File: config.mk
export PLATFORM = sky130hd
export DESIGN_NAME = rv32i_instr_encoder
export DESIGN_NICKNAME = d
export VERILOG_FILES = /design/src/rtl/rv32i_instr_encoder.sv
export SDC_FILE = /design/constraint.sdc
export NUM_CORES = 1
export LEC_CHECK = 0
export ABC_CLOCK_PERIOD_IN_PS = 4100
export CORE_MARGIN = 2
export CORE_UTILIZATION = 45
export CTS_BUF_LIST = sky130_fd_sc_hd__clkbuf_8
export DETAILED_ROUTE_END_ITERATION = 16
export PLACE_DENSITY = 0.7
export RECOVER_POWER = 25
export SLEW_MARGIN = 10
export SYNTH_ARGS = -nofsm -noshare
export SYNTH_HDL_FRONTEND = slang
export SYNTH_SLANG_ARGS = --single-unit
File: constraint.sdc
create_clock -name clk -period 4.1 [get_ports clk]
set_input_delay 0.41 -clock clk [delete_from_list [all_inputs] [get_ports clk]]
set_output_delay 0.41 -clock clk [all_outputs]
set_load 0.01 [all_outputs]
File: src/rtl/rv32i_instr_encoder.sv
// rtl/rv32i_instr_encoder.sv - packs field-level commands into RV32I words and queues them
// Illegal commands are consumed but never queued; they pulse encErr and bump a saturating counter.
module rv32i_instr_encoder #(
  parameter int DEPTH = 4,
  parameter int ERR_W = 8
) (
  input  logic                     clk,
  input  logic                     rst_n,
  input  logic                     flush,
  input  logic                     cmd_valid,
  output logic                     cmd_ready,
  input  logic [2:0]               cmd_op,
  input  logic [4:0]               cmd_rd,
  input  logic [4:0]               cmd_rs1,
  input  logic [4:0]               cmd_rs2,
  input  logic [2:0]               cmd_funct3,
  input  logic                     cmd_alt,
  input  logic [31:0]              cmd_imm,
  output logic                     instr_valid,
  input  logic                     instr_ready,
  output logic [31:0]              instr_data,
  output logic [$clog2(DEPTH):0]   fifo_count,
  output logic                     enc_err,
  output logic [ERR_W-1:0]         err_count
);

  localparam int AW = $clog2(DEPTH);
  localparam logic [AW:0] FULL_COUNT = (AW+1)'(DEPTH);

  localparam logic [2:0] OP_LOAD   = 3'd0;
  localparam logic [2:0] OP_STORE  = 3'd1;
  localparam logic [2:0] OP_RTYPE  = 3'd2;
  localparam logic [2:0] OP_BRANCH = 3'd3;
  localparam logic [2:0] OP_ITYPE  = 3'd4;
  localparam logic [2:0] OP_JAL    = 3'd5;
  localparam logic [2:0] OP_LUI    = 3'd6;

  logic [31:0] encWord;
  logic        encIllegal;
  logic        fits12, fits13, fits21, isShift;

  // A value fits N signed bits when everything from bit N-1 upward is a pure sign extension.
  assign fits12  = (&cmd_imm[31:11]) | ~(|cmd_imm[31:11]);
  assign fits13  = (&cmd_imm[31:12]) | ~(|cmd_imm[31:12]);
  assign fits21  = (&cmd_imm[31:20]) | ~(|cmd_imm[31:20]);
  assign isShift = (cmd_funct3 == 3'b001) || (cmd_funct3 == 3'b101);

  always_comb begin
    encWord    = '0;
    encIllegal = 1'b0;
    case (cmd_op)
      OP_LOAD: begin
        encWord    = {cmd_imm[11:0], cmd_rs1, 3'b010, cmd_rd, 7'b0000011};
        encIllegal = !fits12;
      end
      OP_STORE: begin
        encWord    = {cmd_imm[11:5], cmd_rs2, cmd_rs1, 3'b010, cmd_imm[4:0], 7'b0100011};
        encIllegal = !fits12;
      end
      OP_RTYPE: begin
        encWord    = {1'b0, cmd_alt, 5'b0, cmd_rs2, cmd_rs1, cmd_funct3, cmd_rd, 7'b0110011};
        encIllegal = cmd_alt && (cmd_funct3 != 3'b000) && (cmd_funct3 != 3'b101);
      end
      OP_BRANCH: begin
        encWord    = {cmd_imm[12], cmd_imm[10:5], cmd_rs2, cmd_rs1, cmd_funct3,
                      cmd_imm[4:1], cmd_imm[11], 7'b1100011};
        encIllegal = !fits13 || cmd_imm[0] || (cmd_funct3[2:1] == 2'b01);
      end
      OP_ITYPE: begin
        if (isShift) begin
          encWord    = {1'b0, cmd_alt, 5'b0, cmd_imm[4:0], cmd_rs1, cmd_funct3, cmd_rd, 7'b0010011};
          encIllegal = !fits12 || (|cmd_imm[11:5]);
        end else begin
          encWord    = {cmd_imm[11:0], cmd_rs1, cmd_funct3, cmd_rd, 7'b0010011};
          encIllegal = !fits12;
        end
      end
      OP_JAL: begin
        encWord    = {cmd_imm[20], cmd_imm[10:1], cmd_imm[11], cmd_imm[19:12], cmd_rd, 7'b1101111};
        encIllegal = !fits21 || cmd_imm[0];
      end
      OP_LUI:  encWord = {cmd_imm[31:12], cmd_rd, 7'b0110111};
      default: encWord = {cmd_imm[31:12], cmd_rd, 7'b0010111};
    endcase
  end

  logic [31:0]   mem [DEPTH];
  logic [AW-1:0] wrPtr, rdPtr;
  logic [AW:0]   count;
  logic          full, empty, accept, push, pop, errHit;

  assign full   = (count == FULL_COUNT);
  assign empty  = (count == '0);
  assign accept = cmd_valid && !full;
  assign push   = accept && !encIllegal && !flush;
  assign pop    = !empty && instr_ready && !flush;
  assign errHit = accept && encIllegal && !flush;

  assign cmd_ready   = !full;
  assign instr_valid = !empty;
  assign instr_data  = empty ? 32'd0 : mem[rdPtr];
  assign fifo_count  = count;

  always_ff @(posedge clk) begin
    if (push) mem[wrPtr] <= encWord;
  end

  always_ff @(posedge clk or negedge rst_n) begin
    if (!rst_n) begin
      wrPtr     <= '0;
      rdPtr     <= '0;
      count     <= '0;
      enc_err   <= 1'b0;
      err_count <= '0;
    end else begin
      enc_err <= errHit;
      if (errHit && (err_count != {ERR_W{1'b1}})) err_count <= err_count + 1'b1;
      if (flush) begin
        wrPtr <= '0;
        rdPtr <= '0;
        count <= '0;
      end else begin
        if (push) wrPtr <= wrPtr + 1'b1;
        if (pop)  rdPtr <= rdPtr + 1'b1;
        case ({push, pop})
          2'b10:   count <= count + 1'b1;
          2'b01:   count <= count - 1'b1;
          default: count <= count;
        endcase
      end
    end
  end

endmodule

# ---- Word level (Yosys, flattened, before mapping)
# Memory sizes are Yosys's and may differ from the RTL's.
# Cells that the tools add are included.
dict set report word_totals {
  reg_bits 16
  ram_bits 128
  inputBits 59
  elab_cells 80
  n_memories 1
}
dict set report classes {
  add_sub_neg 5
  n_eq_ne 14
  muxes 13
  n_bitwise 6
  n_reduce_logical 36
}
# name depth word_bits read_ports rd_clocked_by_memory_dff wr line_no
set mem_list {}
lappend mem_list {mem 4 32 1 0 1 87} ;# logic [31:0] mem [DEPTH];
# operator count
set op_table {}
lappend op_table {{$pmux 32 s7} 1}
lappend op_table {{$mux 32} 2}
lappend op_table {{$reduce_and 21->1} 1}
lappend op_table {{$reduce_or 21->1} 1}
lappend op_table {{$reduce_and 20->1} 1}
lappend op_table {{$reduce_or 20->1} 1}
lappend op_table {{$eq 3x3->1 const B} 5}
lappend op_table {{$reduce_and 12->1} 1}
lappend op_table {{$reduce_or 12->1} 1}
lappend op_table {{$logic_and 1x1->1} 10}
lappend op_table {{$add 8x1->8 const B} 1}
lappend op_table {{$mux 2} 4}
lappend op_table {{$ne 8x8->1 const B} 1}
lappend op_table {{$logic_not 1->1} 7}
lappend op_table {{$reduce_or 7->1} 1}
lappend op_table {{$eq 3x1->1 const B} 2}
lappend op_table {{$eq 3x2->1 const B} 2}
lappend op_table {{$logic_not 3->1} 2}
lappend op_table {{$pmux 3 s2} 1}
lappend op_table {{$reduce_bool 3->1} 2}
lappend op_table {{$logic_or 1x1->1} 5}
lappend op_table {{$pmux 1 s5} 1}
lappend op_table {{$add 2x1->2 const B} 2}
lappend op_table {{$eq 2x1->1 const B} 2}
lappend op_table {{other kinds (10)} 17}

# ---- Longest topological paths before layout
# Gate-level depths: netlist of run 1.
dict set report logic_depth {
  ltp_word 13
  ltp_mapped 12
  mapped_depth_nobuf 10
}

# ---- Worst setup path after synthesis of run 1
# Ideal clock, no wire load.
dict set report synth_path {
  path_type {input-to-reg}
  start {input port cmd_imm[6]}
  end {memory mem[0][10], enable pin}
  setup_ns 0.390
  arrival_ns 2.448
  required_time_ns 3.710
  setup_slack_ns 1.262
  path_stages 6
  n_path_buf 0
  cell_sequence {or4_1 > o211ai_1 > and3_2 > o211a_4 > and2_4 > and3_1}
}
dict set report synth_via {
  elab_chain_cells 9
}
# item line_no
set synth_lines {}
lappend synth_lines {{start: declaration} 18} ;# input logic [31:0] cmd_imm,
lappend synth_lines {{$reduce_or 7->1} 72} ;# encIllegal = !fits12 || (|cmd_imm[11:5]);
lappend synth_lines {{$logic_or 1x1->1} 72}
lappend synth_lines {{$mux 1} 70} ;# if (isShift) begin
lappend synth_lines {{$pmux 1 s5} 51} ;# case (cmd_op)
lappend synth_lines {{$logic_not 1->1} 95} ;# assign push = accept && !encIllegal && !flush;
lappend synth_lines {{$logic_and 1x1->1 (2 in a row)} 95}
lappend synth_lines {{$mux 1} 105} ;# if (push) mem[wrPtr] <= encWord;
lappend synth_lines {{$mux 1 (implied by the code)} 105}
lappend synth_lines {{end: declaration} 87}
# Every way passes these cells.

# ---- Worst setup path in the final report of run 1
dict set report layout_path {
  start {input port cmd_op[0]}
  end {register count[1] (netlist: fifo_count[1])}
}
dict set report layout_via {
  elab_chain_cells 9
  elab_cells_between_ends 16
}
# item line_no
set layout_lines {}
lappend layout_lines {{start: declaration} 12} ;# input logic [2:0] cmd_op,
lappend layout_lines {{$eq 3x1->1 / $logic_not 3->1 (equally long branches)} 51}
lappend layout_lines {{$reduce_or 2->1 (no line)} -}
lappend layout_lines {{$pmux 1 s5 (*)} 51}
lappend layout_lines {{$logic_not 1->1 (*)} 95}
lappend layout_lines {{$logic_and 1x1->1 (*) (2 in a row)} 95}
lappend layout_lines {{$eq 2x1->1 / $eq 2x2->1 (equally long branches)} 125} ;# case ({push, pop})
lappend layout_lines {{$pmux 3 s2} 125}
lappend layout_lines {{$mux 3} 118} ;# if (flush) begin
lappend layout_lines {{end signal: assignment} 126} ;# 2'b10: count <= count + 1'b1;
lappend layout_lines {{end signal: assignment} 127} ;# 2'b01: count <= count - 1'b1;
lappend layout_lines {{end signal: assignment} 128} ;# default: count <= count;
lappend layout_lines {{end: declaration} 89} ;# logic [AW:0] count;
# Every way passes the cells marked *; elsewhere a longest branch is shown, timed or not.
# A chain may end at the register's enable or synchronous reset.

==> Implementation_results.wiki, run 1 <==
{| class="wikitable"
! Metric !! Value
|-
| Mean instance size in the synthesized netlist || 15.5 µm²
|-
| # clock sinks || about 140
|-
| Most used standard cell by instance count after synthesis || edfxtp_1
|-
| Synth Flop Type || edfxtp_1
|-
| Filler cells || approximately 1100
|-
| Pin count of the biggest net entering global routing || 32
|-
| Largest driver fanout on the critical path || 15
|-
| Pin slew with the least headroom to its limit || approximately 0.83 ns
|-
| Antenna violations before repair || 0
|-
| Fraction of the core area covered by cells at the end of the flow || between 50% and 60%
|-
| Bufs on Longest Clock Path || 2
|-
| Total overflow reported by the global router || 0
|-
| Via Count || approximately 4000
|-
| Initial drt markers || approximately 250
|-
| Seq cells post-synth || 136
|-
| Via count of the first global-routing pass || a little over 4000
|-
| Hold buffer count at CTS || 0
|-
| Clock period minus final worst setup slack || 3.32 ns
|-
| Deepest level of the CTS H-tree || 4
|-
| Synthesized netlist net count || approximately 470
|-
| YS warnings || 0
|-
| Port buffer count || approximately 100
|-
| Peak supply drop || roughly 0.00027 V
|-
| Overall Global Routing Usage || 20.1%
|-
| Final hold violations || 0
|-
| Fraction of the yosys area taken by sequential cells || around 64%
|-
| Detailed Route WL || between 10 and 15 mm
|-
| Critical path capture point type || flip-flop
|-
| Post-detailed-placement half-perimeter wirelength || ~10 mm
|-
| Class of the tightest hold or removal check || in -> async
|-
| Synth cell count leaders || edfxtp_1 (120), and2_1 (31), mux4_2 (30)
|-
| Total power draw || roughly 3.5 mW
|-
| Vias per cell || 5.65
|-
| Max_cap viols || 0
|-
| Clock latency on the worst-skew pair || around 0.43 ns
|-
| First-pass GRT wire length || ~22 mm
|-
| Finish-stage setup viols || 0
|-
| Area Growth Syn to Fin || 26.4%
|-
| Number of unique standard cell types used by synthesis || 63
|-
| Die Height || about 120 µm
|-
| Largest clock skew in the final design || approximately 0.013 ns
|-
| Reg2reg start || fifo_count[0]$_DFFE_PN0P_
|-
| Boundary Pins || around 110
|-
| Arrival time of the worst setup path || 3.63 ns
|-
| Leading post-synthesis cells by cell area || edfxtp_1 (57%), mux4_2 (11%), dfrtp_1 (6.4%), and2_1 (3.1%), mux2_2 (1.8%)
|-
| # diodes || 0
|-
| TritonCTS Buffers || 17
|-
| Share of the synthesized area in the top cell type || 57.2%
|-
| Startpoint class of the critical path || input port
|-
| Post-DR wirelength/cell || 20.0 µm
|-
| Post-CTS Setup Repair Bufs || 0
|-
| Critical path start-end classification || in -> reg
|-
| Count of flip-flops with a built-in enable after synthesis || 120
|-
| Initial core utilization || between 40% and 50%
|-
| Die width || approximately 120 µm
|-
| Pwr/cell area || between 400 and 500 nW/µm²
|-
| Status || completed
|-
| Weighted congestion at the end of routability-driven global placement || 0.852
|-
| Post-cts resize count || 0
|-
| Dominant cell type by area after synthesis || edfxtp_1
|-
| Headroom to the max-slew limit || approximately 45%
|-
| Crit path setup slack, layout || roughly 0.78 ns
|-
| Die area || between 10000 and 15000 µm²
|-
| CTS Root Buffer Type || clkbuf_8
|-
| Setup repair after global routing missed its margin || false
|-
| Gate count after technology mapping || ~410
|-
| Pre-Repair DR Iteration Count || 4
|-
| Remaining DRCs || 0
|-
| Required time at the worst-slack endpoint || around 4.4 ns
|-
| Ratio of cells with drive above 1 in the final layout || ~18%
|-
| Place WS || a little under 0.6 ns
|-
| Achievable clock frequency || 301 MHz
|-
| CTS tree || yes
|-
| Post-route antenna net violation count || 0
|-
| R2r setup slk || ~1.4 ns
|-
| Row count || between 40 and 50
|-
| Worst hold margin || about 0.48 ns
|-
| Pins Over Slew Limit || 0
|-
| Path depth of the worst reg2reg path || 10
|-
| Standard cell core area || 13800 µm²
|-
| Final clock period utilization by the worst path || between 80% and 90%
|-
| Area of the mapped netlist || around 6300 µm²
|-
| P_leak || around 2.8 nW
|-
| Setup TNS || 0 ns
|-
| Nets || ~600
|-
| Endpoint of the most critical register-to-register path || fifo_count[1]$_DFFE_PN0P_
|-
| Clk slew on worst S/H paths || about 0.08 ns
|-
| Async SR Flop Fraction || between 10% and 20%
|}
[logic make-up (layout without fill, tap and decap cells)]
| kind of cell | after synthesis | count (layout) | share of synthesized area (%) |
|---|---|---|---|
| adder cells (fa/ha/maj) | 7 | 7 | 1.47 |
| AND/OR/NAND/NOR | 110 | 110 | 9.99 |
| flip-flops | 136 | 136 | 63.6 |
| buffers and inverters | 32 | 160 | 2.46 |
| multiplexers | 48 | 48 | 13.9 |
| XOR/XNOR | 11 | 11 | 1.53 |
| AO/OA/AOI/OAI | 62 | 62 | 7.11 |
[state kept, by name, indices dropped and copies added, names as in the netlist]
| register | cells |
|---|---|
| enc_err | 1 |
| mem | 120 |
| rdPtr | 2 |
| err_count | 8 |
| wrPtr | 2 |
| fifo_count | 3 |
[metrics by stage]
| step | std cells | cell area (µm²) |
|---|---|---|
| 6_report | 714 | 7960 |
| 3_5_place_dp | 682 | 7560 |
| 5_1_grt | 714 | 7960 |
| 3_3_place_gp | 682 | 7560 |
| 4_1_cts | 714 | 7970 |
| 2_1_floorplan | 406 | 6300 |
[where the power goes]
part / internal (mW) / switching [mW]
Sequential: 1.57 / 0.0723
Combinational: 0.412 / 0.332
Clock: 0.602 / 0.515
Total: 2.59 / 0.919
[routing by layer]
metal | GRT usage, % | wire, µm | up-vias
li1 | - | - | 1835
met1 | 25.3 | 6050 | 2013
met2 | 34.0 | 7260 | 156
met3 | 4.83 | 707 | 29
met4 | 7.33 | 240 | 0
met5 | 0 | 0 | -
[placed cells by master (no fill, tap or decap), drive strengths merged, types with 4 or more instances in the layout]
master / instances
o21ai: 5
buf: 14
dlygate4sd3: 15
a22oi: 4
a22o: 6
clkbuf: 18
and2: 32
nand4: 9
mux4: 30
edfxtp: 120
inv: 9
a21oi: 21
dfrtp: 16
xor2: 10
and3: 10
mux2: 11
clkdlybuf4s50: 89
nor3: 4
nor4: 5
ha: 5
nand2: 16
nor2: 13
mux2i: 7
nand3: 8
clkinv: 10
o32ai: 4
[worst max path at each step]
stage	endpoint	startpoint	slack, ns
6_report	fifo_count[1]$_DFFE_PN0P_	cmd_op[0]	0.78
5_1_grt	fifo_count[1]$_DFFE_PN0P_	cmd_op[0]	0.62
4_1_cts	instr_data[6]	rdPtr[0]$_DFFE_PN0P_	0.82
3_5_place_dp	fifo_count[1]$_DFFE_PN0P_	cmd_op[0]	0.58
3_3_place_gp	fifo_count[1]$_DFFE_PN0P_	cmd_op[0]	0.68
2_1_floorplan	mem[0][10]$_DFFE_PP_	cmd_imm[6]	1.26
[critical path, stage by stage]
cell and delay [ns]:
dlygate4sd3_1 0.86, nand2_1 0.36, a311o_1 0.44, o211a_4 0.32
a21oi_1 0.18, nor2b_1 0.19, fa_1 0.45, a22oi_1 0.17
a31oi_1 0.11, a21boi_1 0.14
[final cells by class]
class                      instances  area, µm²  share of cell area (%)
inverter                           9       33.8                   0.424
tap                              180        225                    2.83
multi-input combinational        238       2140                    26.8
timing repair buffer             119       1150                    14.4
sequential                       136       4010                    50.3
clock buffer                      17        234                    2.94
clock inverter                    15        176                    2.22
Note: power is estimated with default switching activity, not from simulation.
==> run 2: changes to the inputs <==
- ABC_CLOCK_PERIOD_IN_PS: 4100 -> 2800
- PLACE_DENSITY: 0.7 -> 0.73
- clock period: 4.1 -> 2.8 ns (I/O delays scaled with it)
==> Implementation_results.wiki, run 2 (synthesis results as in run 1) <==
{| class="wikitable"
! Metric !! Value
|-
| Largest stage delay, worst path || 0.57 ns
|-
| Port buffer count || between 100 and 150
|-
| Vias per cell || 5.51
|-
| Boundary Pins || ~110
|-
| Clock period minus final worst setup slack || 2.67 ns
|-
| Deepest level of the CTS H-tree || 4
|-
| # diodes || 0
|-
| P_leak || between 2 and 3 nW
|-
| Standard cell core area || about 14000 µm²
|-
| Arrival time of the worst setup path || roughly 3 ns
|-
| Headroom to the max-slew limit || about half
|-
| List of cells traversed by the critical path || clkdlybuf4s50_1, or4_1, o211ai_1, and3_2, o211a_4, a21oi_1, nor2b_1, fa_2, a22oi_1, a31oi_1, a21boi_1
|-
| Cell with the biggest individual delay on the critical path || or4_1
|-
| Max_cap viols || 0
|-
| First-pass GRT wire length || ~22 mm
|-
| CTS Root Buffer Type || clkbuf_8
|-
| Total overflow reported by the global router || 0
|-
| Reg2reg start || fifo_count[0]$_DFFE_PN0P_
|-
| Final hold violations || 0
|-
| CTS tree || yes
|-
| Pre-Repair DR Iteration Count || 4
|-
| Area Growth Syn to Fin || 31.1%
|-
| Required time at the worst-slack endpoint || 3.15 ns
|-
| Nets || about 630
|-
| Achievable clock frequency || 375 MHz
|-
| Via count of the first global-routing pass || 4226
|-
| # clock sinks || about 140
|-
| Initial drt markers || 319
|-
| Die width || approximately 120 µm
|-
| Largest clock skew in the final design || between 0.01 and 0.015 ns
|-
| Status || completed
|-
| First element of the critical path || cmd_imm[6]
|-
| Detailed Route WL || ~15 mm
|-
| Initial core utilization || a little under half
|-
| Largest driver fanout on the critical path || 2
|-
| Overall Global Routing Usage || 20.2%
|-
| Fraction of the core area covered by cells at the end of the flow || about three fifths
|-
| Remaining DRCs || 0
|-
| Post-detailed-placement half-perimeter wirelength || roughly 10 mm
|-
| Class of the tightest hold or removal check || in -> async
|-
| Setup TNS || 0 ns
|-
| Most flop-heavy register || mem
|-
| Pins Over Slew Limit || 0
|-
| Critical path capture point type || flip-flop
|-
| Post-route antenna net violation count || 0
|-
| Clock latency on the worst-skew pair || 0.43 ns
|-
| Pwr/cell area || approximately 600 nW/µm²
|-
| Bufs on Longest Clock Path || 2
|-
| Pin slew with the least headroom to its limit || just over 0.7 ns
|-
| Pin count of the biggest net entering global routing || 32
|-
| Setup repair after global routing missed its margin || false
|-
| Finish-stage setup viols || 0
|-
| Hold buffer count at CTS || 0
|-
| Most common cell after layout, fill and taps aside || edfxtp_1
|-
| Largest delay contributor family on the critical path || simple AND/OR/NAND/NOR gates
|-
| Row count || between 40 and 50
|-
| Post-DR wirelength/cell || just under 20 µm
|-
| Most frequent cells in the layout || edfxtp_1 (120), clkdlybuf4s50_1 (100), buf_4 (44), and2_1 (31), mux4_2 (30)
|-
| Critical path start-end classification || in -> reg
|-
| TritonCTS Buffers || 17
|-
| Clk slew on worst S/H paths || 0.07 ns
|-
| Largest register FFs || 120
|-
| Total power draw || 4.86 mW
|-
| Peak supply drop || between 0.0003 and 0.0004 V
|-
| Startpoint class of the critical path || input port
|-
| Weighted congestion at the end of routability-driven global placement || 0.910
|-
| Post-CTS Setup Repair Bufs || 0
|-
| Die area || about 15000 µm²
|-
| Ratio of cells with drive above 1 in the final layout || approximately 22%
|-
| Die Height || about 120 µm
|-
| Number of buffers and inverters on the critical path || 1
|-
| Via Count || roughly 4200
|-
| Final clock period utilization by the worst path || 95.3%
|-
| Antenna violations before repair || 0
|}
==> run 2: repair_timing <==
item                                   in CTS  in global routing
gates resized for setup                     0                  4
setup endpoints to repair                   0                  2
endpoints found under the hold margin       0                  0
==> run 2: metrics by stage <==
step / hold WS (ns) / worst slack (ns) / std cells / instance area, µm²
floorplan: -0.0156 / 0.0921 / 406 / 6300
global placement: 0.492 / -0.322 / 724 / 7960
detailed placement: 0.497 / -0.387 / 724 / 7960
CTS: 0.295 / 0.0622 / 754 / 8260
global route: 0.401 / 0.0162 / 754 / 8260
finish: 0.352 / 0.131 / 754 / 8260
==> run 2: final timing paths <==
path                                                  end  slack (ns)  depth (start not counted)
worst max-delay path            fifo_count[1]$_DFFE_PN0P_        0.13                         11
worst min-delay path            fifo_count[1]$_DFFE_PN0P_        0.35                          1
worst max register to register  fifo_count[1]$_DFFE_PN0P_        0.22                         10
worst min register to register   err_count[6]$_DFFE_PN0P_        0.50                          1
min in group clk                 err_count[6]$_DFFE_PN0P_        0.50                          1
max in group asynchronous            rdPtr[0]$_DFFE_PN0P_        1.94                          1
==> run 2: layout make-up <==
type,instances,area [µm²]
fill,1077,5520
sequential,136,4010
multi-input combinational,238,2160
timing repair buffer,161,1530
clock buffer,17,234
tap,180,225
clock inverter,13,67.6
inverter,9,33.8
==> run 2: per-layer routing <==
layer,track usage [%],wire length (µm),vias up
met3,3.39,778,17
met4,8.33,251,0
met5,0,0,-
met2,35.1,7510,131
met1,25.2,5960,2086
li1,-,-,1917
==> run 2: report_power, final <==
part / leakage [nW] / switching [mW] / internal (mW)
clock: 0.158 / 0.697 / 0.576
sequential: 1.30 / 0.0644 / 2.31
combinational: 1.45 / 0.542 / 0.673
==> run 3: changes to the inputs <==
==> constraint.sdc (replaced) <==
create_clock -name clk -period 2.8 [get_ports clk]
set_input_delay 0.56 -clock clk [delete_from_list [all_inputs] [get_ports clk]]
set_output_delay 0.56 -clock clk [all_outputs]
set_load 0.01 [all_outputs]
==> Implementation_results.wiki, run 3 (synthesis results as in run 1) <==
{| class="wikitable"
! Metric !! Value
|-
| Largest clock skew in the final design || roughly 0.0076 ns
|-
| Initial core utilization || between 40 and 50%
|-
| Die width || 122 µm
|-
| Finish-stage setup viols || 0
|-
| Most flop-heavy register || mem
|-
| Die Height || around 120 µm
|-
| Pins Over Slew Limit || 0
|-
| Final clock period utilization by the worst path || between 90% and 100%
|-
| Final Non-Filler Cells || between 700 and 800
|-
| Pwr/cell area || between 600 and 700 nW/µm²
|-
| Post-DR wirelength/cell || ~20 µm
|-
| Detailed Route WL || roughly 16 mm
|-
| P_leak || between 3 and 4 nW
|-
| Arrival time of the worst setup path || 3.11 ns
|-
| # clock sinks || around 140
|-
| Pre-Repair DR Iteration Count || 5
|-
| Global-route track usage on met2 || 38.7%
|-
| GR Util met1 || 27.2%
|-
| Row count || 43
|-
| Flip-flop and latch area || approximately 4000 µm²
|-
| Post-layout instance area || approximately 8600 µm²
|-
| Area Growth Syn to Fin || 36.6%
|-
| Nets || ~650
|-
| Vias per cell || 5.63
|-
| First-pass GRT wire length || about 24 mm
|-
| Via Count || 4360
|-
| Final hold violations || 0
|-
| CTS tree || yes
|-
| # diodes || 0
|-
| Initial drt markers || between 400 and 500
|-
| Largest register FFs || between 100 and 150
|-
| Clk slew on worst S/H paths || ~0.07 ns
|-
| Via count of the first global-routing pass || roughly 4500
|-
| Comb pwr share || between 20% and 30%
|-
| Antenna violations before repair || 0
|-
| Multi-input logic area || about 2200 µm²
|-
| Busiest metal layer after global routing || met2
|-
| TritonCTS Buffers || 17
|-
| Status || completed
|-
| Largest driver fanout on the critical path || 5
|-
| Pin count of the biggest net entering global routing || 37
|-
| Setup repair after global routing missed its margin || true
|-
| List of cells traversed by the critical path || clkdlybuf4s50_1, buf_6, nand2_2, a311o_1, o211a_4, a21oi_2, nor2b_4, fa_2, a22oi_1, a31oi_1, a21boi_2
|-
| Largest stage delay, worst path || around 0.56 ns
|-
| Class of the tightest hold or removal check || reg -> reg
|-
| Post-route antenna net violation count || 0
|-
| Placed instance count || roughly 730
|-
| Max_cap viols || 0
|-
| Pin slew with the least headroom to its limit || about 0.75 ns
|-
| Most common cell after layout, fill and taps aside || edfxtp_1
|-
| Critical path capture point type || flip-flop
|-
| Part of the total power dissipated in the clock network || between 30% and 40%
|-
| Startpoint class of the critical path || input port
|-
| Net switching power of the design || between 1 and 1.5 mW
|-
| Int Pwr || between 3 and 4 mW
|-
| Ratio of cells with drive above 1 in the final layout || slightly below 30%
|-
| Number of buffers and inverters on the critical path || 2
|-
| Deepest level of the CTS H-tree || 4
|-
| Cell with the biggest individual delay on the critical path || clkdlybuf4s50_1
|-
| Overall Global Routing Usage || 22.0%
|-
| Clock latency on the worst-skew pair || ~0.42 ns
|-
| Most frequent cells in the layout || edfxtp_1 (120), buf_4 (62), clkdlybuf4s50_1 (57), dlygate4sd2_1 (41), and2_1 (31)
|-
| Total overflow reported by the global router || 0
|-
| Hold buffer count at CTS || 0
|-
| Dpl cell area || 8050 µm²
|-
| Critical path start-end classification || in -> reg
|-
| Achievable clock frequency || approximately 360 MHz
|-
| Port buffer count || 104
|-
| Headroom to the max-slew limit || between 40 and 50%
|-
| Die area || 15000 µm²
|-
| Bufs on Longest Clock Path || 2
|-
| Met3 routing resource usage after global routing || under 10%
|-
| Weighted congestion at the end of routability-driven global placement || around 0.96
|-
| Setup TNS || 0 ns
|-
| Remaining DRCs || 0
|-
| Clock period minus final worst setup slack || around 2.8 ns
|-
| Boundary Pins || 105
|-
| Filler cells || approximately 1100
|-
| Peak supply drop || roughly 0.00044 V
|-
| Standard cell core area || between 10000 and 15000 µm²
|-
| Switching part of the total power || between 20% and 30%
|-
| Sequential share of power || a little under half
|-
| Largest delay contributor family on the critical path || compound AO/OA/AOI/OAI gates
|-
| CTS Root Buffer Type || clkbuf_8
|-
| Post-detailed-placement half-perimeter wirelength || approximately 11 mm
|-
| Required time at the worst-slack endpoint || slightly above 3 ns
|}
run 3: changes by cell type in the layout (fill, tap and decap cells not counted), moves of 3 or more:
cell	delta
and3_1	-4
and3_2	+3
buf_12	+3
buf_4	+18
bufinv_16	+3
clkbuf_1	-6
clkdlybuf4s50_1	-43
dlygate4sd2_1	+41
dlygate4sd3_1	-3
dlymetal6s2s_1	+5
mux2_1	-4
mux2_2	+4
nor4_1	-3
nor4_2	+3
run 3: worst paths after layout:
check                      slack (ns)  cells past startpoint                       from                   endpoint
setup / recovery                0.001                     11                  cmd_op[0]  fifo_count[1]$_DFFE_PN0P_
hold / removal                   0.52                      1   err_count[7]$_DFFE_PN0P_   err_count[7]$_DFFE_PN0P_
setup reg to reg                 0.20                     10  fifo_count[2]$_DFFE_PN0P_  fifo_count[1]$_DFFE_PN0P_
hold reg to reg                  0.52                      1   err_count[7]$_DFFE_PN0P_   err_count[7]$_DFFE_PN0P_
max in group asynchronous        1.65                      1                      rst_n       rdPtr[0]$_DFFE_PN0P_
min in group asynchronous        0.64                      1                      rst_n       rdPtr[1]$_DFFE_PN0P_
run 3: per-layer routing:
metal  vias to the layer above  wire length [µm]
li1                       1962                 -
met1                      2192              6200
met2                       173              8340
met3                        33               827
met4                         0               361
met5                         -                 0
run 3: cell type report:
class / count / share of cell area, %
Multi-Input combinational cell: 238 / 25.9
Inverter: 9 / 0.393
Clock buffer: 17 / 2.72
Timing Repair Buffer: 179 / 20.0
Sequential cell: 136 / 46.5
Tap cell: 180 / 2.62
Clock inverter: 15 / 1.88
run 3: through the flow:
step	setup slack [ns]	util (%)	hold slack, ns	power, mW
finish	0.00126	62.5	0.517	5.22
global route	-0.0524	62.5	0.532	5.43
CTS	0.00151	62.2	0.520	5.27
detailed placement	-0.644	58.4	0.509	3.65
global placement	-0.574	58.4	0.492	3.62
floorplan	-0.0175	-	0.264	3.03
run 3: worst reg2reg max path, delay by kind of cell (launching register included):
family	cells	cell delay [ns]
and+or+nand+nor	4	0.91
AOI/OAI and AO/OA	4	0.57
DFF	1	0.48
adders and majority gates	1	0.45
buffers and inverters	1	0.08
run 3: power by group through the flow:
stage          clock, mW  combinational [mW]  sequential, mW
2_1_floorplan          0               0.608            2.42
3_3_place_gp           0                1.21            2.41
3_5_place_dp           0                1.23            2.42
4_1_cts             1.63                1.26            2.38
5_1_grt             1.71                1.34            2.39
6_report            1.60                1.24            2.38
run 3: timing repair:
item / in CTS / in global routing
gates cloned: 2 / 0
gates resized for setup: 55 / 14
buffers inserted: 8 / 1
setup endpoints to repair: 152 / 19
pin swaps: 12 / 7
